<file path="src/rtl/vga_text_pkg.sv">
// Shared definitions for the text console writer.
// Holds the default screen geometry, the blank fill code, the control codes
// the writer interprets, the writer FSM state type and the cursor operation
// type used between the writer and its cursor sub-block.
package vga_text_pkg;

    localparam int TEXT_COLS  = 80;                     // 640 px / 8 px glyphs
    localparam int TEXT_ROWS  = 40;                     // 480 px / 12 px glyphs
    localparam int TEXT_CELLS = TEXT_COLS * TEXT_ROWS;

    localparam logic [7:0] TEXT_FILL = 8'h20;

    localparam logic [7:0] CODE_BS = 8'h08;
    localparam logic [7:0] CODE_LF = 8'h0A;
    localparam logic [7:0] CODE_FF = 8'h0C;
    localparam logic [7:0] CODE_CR = 8'h0D;

    typedef enum logic [1:0] {
        ST_IDLE,
        ST_WRITE,
        ST_CLR_LINE,
        ST_CLR_SCREEN
    } state_t;

    typedef enum logic [2:0] {
        CUR_HOLD,
        CUR_ADVANCE,
        CUR_NEWLINE,
        CUR_RETURN,
        CUR_BACK,
        CUR_HOME
    } cursor_op_t;

    function automatic logic is_printable(input logic [7:0] code);
        return (code >= 8'h20) && (code <= 8'h7E);
    endfunction

endpackage

</file>
<file path="src/rtl/text_cursor.sv">
// Column/row cursor for the text console.
// Ports:
//   clock25, reset_n : clock and asynchronous active-low reset
//   op               : one cursor operation per cycle (hold, advance,
//                      newline, carriage return, back, home)
//   col, row         : current cursor position
//   at_last_col      : cursor sits in the last column, so an advance wraps
module text_cursor
    import vga_text_pkg::*;
#(
    parameter int COLS = TEXT_COLS,
    parameter int ROWS = TEXT_ROWS
) (
    input  logic       clock25,
    input  logic       reset_n,
    input  cursor_op_t op,
    output logic [6:0] col,
    output logic [5:0] row,
    output logic       at_last_col
);

    localparam logic [6:0] LAST_COL = 7'(COLS - 1);
    localparam logic [5:0] LAST_ROW = 6'(ROWS - 1);

    logic [5:0] next_row;

    // The bottom row wraps to the top; the writer then clears that line.
    assign next_row    = (row == LAST_ROW) ? 6'd0 : row + 6'd1;
    assign at_last_col = (col == LAST_COL);

    // NOTE: sequential state uses non-blocking assignments so every register
    // samples the pre-edge values, independent of statement order.
    always_ff @(posedge clock25 or negedge reset_n) begin
        if (!reset_n) begin
            col <= '0;
            row <= '0;
        end else begin
            case (op)
                CUR_ADVANCE: begin
                    if (at_last_col) begin
                        col <= '0;
                        row <= next_row;
                    end else begin
                        col <= col + 7'd1;
                    end
                end
                CUR_NEWLINE: begin
                    col <= '0;
                    row <= next_row;
                end
                CUR_RETURN: col <= '0;
                CUR_BACK: begin
                    if (col != 7'd0) col <= col - 7'd1;
                end
                CUR_HOME: begin
                    col <= '0;
                    row <= '0;
                end
                default: ;
            endcase
        end
    end

endmodule

</file>
<file path="src/rtl/text_console_writer.sv">
// Character-stream writer for a text-mode screen memory.
// Accepts one character code at a time, interprets printable codes and the
// LF/CR/BS/FF controls, and emits one cell write per cycle to an external
// screen memory (row*COLS + col addressing). Line and screen clears fill
// with FILL_CHAR.
// Ports:
//   clock25, reset_n      : clock and asynchronous active-low reset
//   char_valid, char_data : producer side, code taken when char_ready is high
//   char_ready            : writer is idle and out of reset
//   wr_en/wr_addr/wr_data : screen-memory write port
//   cursor_col/cursor_row : current cursor position
//   busy                  : writer is in any state other than IDLE
module text_console_writer
    import vga_text_pkg::*;
#(
    parameter int         COLS      = TEXT_COLS,
    parameter int         ROWS      = TEXT_ROWS,
    parameter logic [7:0] FILL_CHAR = TEXT_FILL
) (
    input  logic        clock25,
    input  logic        reset_n,
    input  logic        char_valid,
    input  logic [7:0]  char_data,
    output logic        char_ready,
    output logic        wr_en,
    output logic [11:0] wr_addr,
    output logic [7:0]  wr_data,
    output logic [6:0]  cursor_col,
    output logic [5:0]  cursor_row,
    output logic        busy
);

    localparam logic [11:0] LAST_COL  = 12'(COLS - 1);
    localparam logic [11:0] LAST_CELL = 12'(COLS * ROWS - 1);

    state_t      state_q, state_d;
    logic [7:0]  code_q, code_d;
    logic        bs_q, bs_d;        // pending write is a backspace erase
    logic [11:0] cnt_q, cnt_d;      // clear-sweep offset
    cursor_op_t  cur_op;
    logic        at_last_col;
    logic        accept;
    logic [11:0] row_base;

    assign char_ready = (state_q == ST_IDLE) && reset_n;
    assign busy       = (state_q != ST_IDLE);
    assign accept     = char_valid && char_ready;
    assign row_base   = 12'(cursor_row) * 12'(COLS);

    text_cursor #(
        .COLS (COLS),
        .ROWS (ROWS)
    ) u_cursor (
        .clock25     (clock25),
        .reset_n     (reset_n),
        .op          (cur_op),
        .col         (cursor_col),
        .row         (cursor_row),
        .at_last_col (at_last_col)
    );

    always_ff @(posedge clock25 or negedge reset_n) begin
        if (!reset_n) begin
            state_q <= ST_IDLE;
            code_q  <= '0;
            bs_q    <= 1'b0;
            cnt_q   <= '0;
        end else begin
            state_q <= state_d;
            code_q  <= code_d;
            bs_q    <= bs_d;
            cnt_q   <= cnt_d;
        end
    end

    // NOTE: every output of this block gets a default first, so no path can
    // leave a signal unassigned and infer a latch.
    always_comb begin
        state_d = state_q;
        code_d  = code_q;
        bs_d    = bs_q;
        cnt_d   = cnt_q;
        cur_op  = CUR_HOLD;
        wr_en   = 1'b0;
        wr_addr = '0;
        wr_data = '0;

        case (state_q)
            ST_IDLE: begin
                if (accept) begin
                    cnt_d = '0;
                    bs_d  = 1'b0;
                    if (is_printable(char_data)) begin
                        code_d  = char_data;
                        state_d = ST_WRITE;
                    end else begin
                        case (char_data)
                            CODE_LF: begin
                                cur_op  = CUR_NEWLINE;
                                state_d = ST_CLR_LINE;
                            end
                            CODE_CR: cur_op = CUR_RETURN;
                            CODE_BS: begin
                                // The cursor steps back when WRITE finishes;
                                // the erase address is col-1 meanwhile.
                                if (cursor_col != 7'd0) begin
                                    bs_d    = 1'b1;
                                    code_d  = FILL_CHAR;
                                    state_d = ST_WRITE;
                                end
                            end
                            CODE_FF: begin
                                cur_op  = CUR_HOME;
                                state_d = ST_CLR_SCREEN;
                            end
                            default: ;
                        endcase
                    end
                end
            end

            ST_WRITE: begin
                wr_en   = 1'b1;
                wr_data = code_q;
                wr_addr = row_base + (bs_q ? 12'(cursor_col) - 12'd1
                                           : 12'(cursor_col));
                cnt_d   = '0;
                if (bs_q) begin
                    cur_op  = CUR_BACK;
                    state_d = ST_IDLE;
                end else begin
                    // The cursor moves to the next row on this same edge, so
                    // CLR_LINE sweeps the freshly entered line.
                    cur_op  = CUR_ADVANCE;
                    state_d = at_last_col ? ST_CLR_LINE : ST_IDLE;
                end
            end

            ST_CLR_LINE: begin
                wr_en   = 1'b1;
                wr_data = FILL_CHAR;
                wr_addr = row_base + cnt_q;
                if (cnt_q == LAST_COL) state_d = ST_IDLE;
                else                   cnt_d   = cnt_q + 12'd1;
            end

            ST_CLR_SCREEN: begin
                wr_en   = 1'b1;
                wr_data = FILL_CHAR;
                wr_addr = cnt_q;
                if (cnt_q == LAST_CELL) state_d = ST_IDLE;
                else                    cnt_d   = cnt_q + 12'd1;
            end

            default: state_d = ST_IDLE;
        endcase
    end

endmodule

</file>
<file path="config.mk">
export PLATFORM = sky130hd
export DESIGN_NAME = text_console_writer
export DESIGN_NICKNAME = d
export VERILOG_FILES = /design/src/rtl/vga_text_pkg.sv /design/src/rtl/text_cursor.sv /design/src/rtl/text_console_writer.sv
export SDC_FILE = /design/constraint.sdc
export NUM_CORES = 1
export LEC_CHECK = 0
export ABC_AREA = 0
export BUFFER_PORTS_ARGS = -buffer_cell sky130_fd_sc_hd__buf_4
export CORE_ASPECT_RATIO = 1.2
export CORE_MARGIN = 1
export CORE_UTILIZATION = 32
export CTS_BUF_LIST = sky130_fd_sc_hd__clkbuf_8
export DETAILED_ROUTE_END_ITERATION = 12
export GPL_ROUTABILITY_DRIVEN = 1
export GPL_TIMING_DRIVEN = 0
export PLACE_DENSITY = 0.55
export SYNTH_ARGS = -nofsm -noshare
export SYNTH_HDL_FRONTEND = slang
export SYNTH_HIERARCHICAL = 1
export SYNTH_SLANG_ARGS = --single-unit
</file>
<file path="constraint.sdc">
create_clock -name clock25 -period 4 [get_ports clock25]
set_input_delay 0.4 -clock clock25 [delete_from_list [all_inputs] [get_ports clock25]]
set_output_delay 0.4 -clock clock25 [all_outputs]
set_load 0.03 [all_outputs]
</file>
==> impl_metrics.env <==
export IMPL_status="complete, no violations"
export IMPL_hpwl_um=7120
export IMPL_die_area_mm2=0.0109
export IMPL_synthTopCellsByArea="dfrtp_1, ha_1, nand2_1"
export IMPL_syn_inst=423
export IMPL_floorplan_initialDensity=0.331
export IMPL_reg2reg_to="u_cursor/col[0]"
export IMPL_finalSetupViolCount=0
export IMPL_syn_avg_cell_area_um2=7.92
export IMPL_num_rows=40
export IMPL_rrSetupSlack_ns=0.54
export IMPL_die_height_um=114
export IMPL_dp_slack_ns=0.0856
export IMPL_cts_max_level=2
export IMPL_cts_tree="yes"
export IMPL_netlist_area_leader_share=0.269
export IMPL_clkPwrFrac=0.421
export IMPL_cell_internal_pwr_uw=511
export IMPL_cp_data_required_time_ns=3.60
export IMPL_numPortBuffers=46
export IMPL_yosys_warnings=6
export IMPL_track_usage=0.179
export IMPL_synthDistinctLibCells=65
export IMPL_routed_wl_um=9430
export IMPL_synth_most_common_cell="nand2_1"
export IMPL_vias=3337
export IMPL_max_slew_margin=0.366
export IMPL_drtAntennaViolNets=0
export IMPL_drt_iter0_drc=152
export IMPL_synthArstFlopShare=1.00
export IMPL_synth_top_area_cell="dfrtp_1"
export IMPL_cpMostUsedCell="ha_1"
export IMPL_pwr_share_seq=0.539
export IMPL_hold_viol=0
export IMPL_n_fill_cell=1094
export IMPL_timing_final_max_slew_violations=0
export IMPL_via_per_inst=5.52
export IMPL_drc=0
export IMPL_ys_seq_area_frac=0.269
export IMPL_fmax_mhz=259
export IMPL_drive_gt1_frac=0.184
export IMPL_comb_power_share=0.040
export IMPL_fin_skew_ns=0.00652
export IMPL_syn_to_final_growth_pct=19.2
export IMPL_antenna_found_initial=0
export IMPL_coreArea_mm2=0.0101
export IMPL_ir_worst_vdd_uv=123
export IMPL_rsz0062_at_grt="false"
export IMPL_ys_flop_type="dfrtp_1"
export IMPL_syn_nets=457
export IMPL_r2r_start="state_q[1]"
export IMPL_min_path_type="input pin to asynchronous set/reset pin"
export IMPL_min_period_ns=3.86
export IMPL_cp_arrival_ns=3.46
export IMPL_io_pins=47
export IMPL_cpPeakStageDelay_ns=0.46
export IMPL_grt_pass1_wl_um=15400
export IMPL_sw_frac_of_total=0.243
export IMPL_grt_max_degree=39
export IMPL_synth_area_mm2=0.00335
export IMPL_p_per_area_mw_per_mm2=169
export IMPL_multiInputGateArea_mm2=0.00228
export IMPL_synth_edf_count=0
export IMPL_cts_made_buffers=5
export IMPL_critPathKind="flip-flop to primary output"
export IMPL_routabilityCongestion=0.852
export IMPL_setup_tns_ns=0
export IMPL_synth_seq_cells=36
export IMPL_layout_setup_ws_ns=0.140
export IMPL_cp_max_fo=7
export IMPL_p_leak_nw=1.82
export IMPL_crit_path_end_kind="primary output"
export IMPL_nNetsFinal=511
export IMPL_slowest_stage="dfrtp_2"
export IMPL_drtPass1Iterations=5
export IMPL_worstMarginPinSlew_ns=0.941
export IMPL_grt_overflow=0
export IMPL_ff_latch_area_um2=908
export IMPL_holdWs_ns=0.0634
export IMPL_diodes=0
export IMPL_clk_pin_slew_ns=0.08
export IMPL_worstSkewPairLatency_ns=0.30
export IMPL_period_share=0.965
export IMPL_yosys_top_cells_count="nand2_1, dfrtp_1, nor2_1"
export IMPL_routedWlPerCell_um=15.6
export IMPL_p_switching_uw=164
export IMPL_die_width_um=95.4
export IMPL_cts_path_max_buffers=2
export IMPL_path_cells="ha_1 > ha_1 > fa_1 > xor2_1 > ha_1 > or3_1 > o211ai_1 > xnor2_2 > a211o_1 > o211ai_1 > buf_4"
export IMPL_clock_sinks=36
export IMPL_grt_pass1_vias=3082
export IMPL_startpoint_type="flip-flop"
export IMPL_cts_root_buffer_cell="clkbuf_8"
export IMPL_cap_violations=0
export IMPL_r2r_cells=9
## worst max-delay path: cells and delay by family (launching register included)
kind / cells / cell delay, ns
flip-flops: 1 / 0.46
XOR/XNOR: 2 / 0.33
adder cells (fa/ha/maj): 4 / 1.27
AO/OA/AOI/OAI: 3 / 0.54
buffers and inverters: 1 / 0.19
AND/OR/NAND/NOR: 1 / 0.38
## routing by layer
layer  share of wire  vias to the layer above  global-route usage  wire (um)
met1            0.43                     1590               0.222       4090
met5               0                        -                   0          0
met2            0.52                       80               0.320       4880
met3           0.033                       11              0.0232        315
li1                -                     1656                   -          -
met4           0.014                        0              0.0468        136
## timing repair
item | 4_1_cts | 5_1_grt
hold buffers | 0 | 0
endpoints found under the hold margin | 0 | 0
resized for setup | 4 | 8
setup endpoints to repair | 3 | 3
pin swaps | 0 | 2
buffers inserted | 0 | 3
## state kept, by name, indices dropped and copies added (netlist names)
signal and count:
bs_q 1, u_cursor/col 7, code_q 8, cnt_q 12, state_q 2, u_cursor/row 6
## power by group through the flow
stage	registers [mW]	logic, mW	clock network, mW
after global routing	0.364	0.0307	0.309
after CTS	0.364	0.0280	0.295
after detailed placement	0.371	0.0280	0
final	0.363	0.0271	0.284
after floorplan	0.371	0.00625	0
after global placement	0.371	0.0280	0
## cells in the final DEF (no fill, tap or decap), types with 6 or more instances in the layout
| master | instances |
|---|---|
| and3_1 | 9 |
| inv_1 | 25 |
| xnor2_1 | 9 |
| o22ai_1 | 6 |
| nand2_1 | 49 |
| nor3_1 | 12 |
| a22o_1 | 15 |
| o21ai_0 | 26 |
| dfrtp_1 | 30 |
| clkbuf_8 | 6 |
| nand2b_1 | 10 |
| nor2_1 | 33 |
| a21o_1 | 6 |
| buf_4 | 50 |
| a21oi_1 | 19 |
| clkbuf_1 | 10 |
| ha_1 | 21 |
| o21ai_1 | 11 |
| dfrtp_2 | 6 |
| nand3_1 | 20 |
## through the flow
stage / instances / power (mW) / util / cell area, um^2
final: 604 / 0.675 / 0.395 / 3990
after global routing: 604 / 0.703 / 0.395 / 3990
after CTS: 601 / 0.687 / 0.391 / 3960
after detailed placement: 595 / 0.399 / 0.381 / 3850
after global placement: 595 / 0.399 / 0.381 / 3850
after floorplan: 423 / 0.377 / - / 3350
## cell type report
cell class                      count  share of cell area
Timing Repair Buffer               49              0.0922
Clock inverter                      2             0.00282
Tap cell                          126              0.0395
Buffer                             19              0.0245
Multi-Input combinational cell    342               0.570
Clock buffer                        6              0.0207
Sequential cell                    36               0.228
Inverter                           24              0.0226
## cell families after synthesis
group                      synth area share
AOI/OAI and AO/OA                     0.266
muxes                                0.0235
and+or+nand+nor                       0.253
DFF                                   0.269
xor gates and xnor gates             0.0392
adders and majority gates            0.0904
buffers and inverters                0.0579
## worst max path at each step
stage          slack, ns          end  depth (start not counted)            start
2_1_floorplan       0.32  wr_addr[11]                         10  u_cursor/row[3]
3_3_place_gp        0.15  wr_addr[10]                         16       state_q[0]
3_5_place_dp        0.09  wr_addr[10]                         16       state_q[0]
4_1_cts             0.01  wr_addr[10]                         16  u_cursor/col[1]
5_1_grt             0.01  wr_addr[10]                         16  u_cursor/col[1]
6_report            0.14  wr_addr[11]                         11  u_cursor/row[1]
Power figures use the tool's default switching activity.
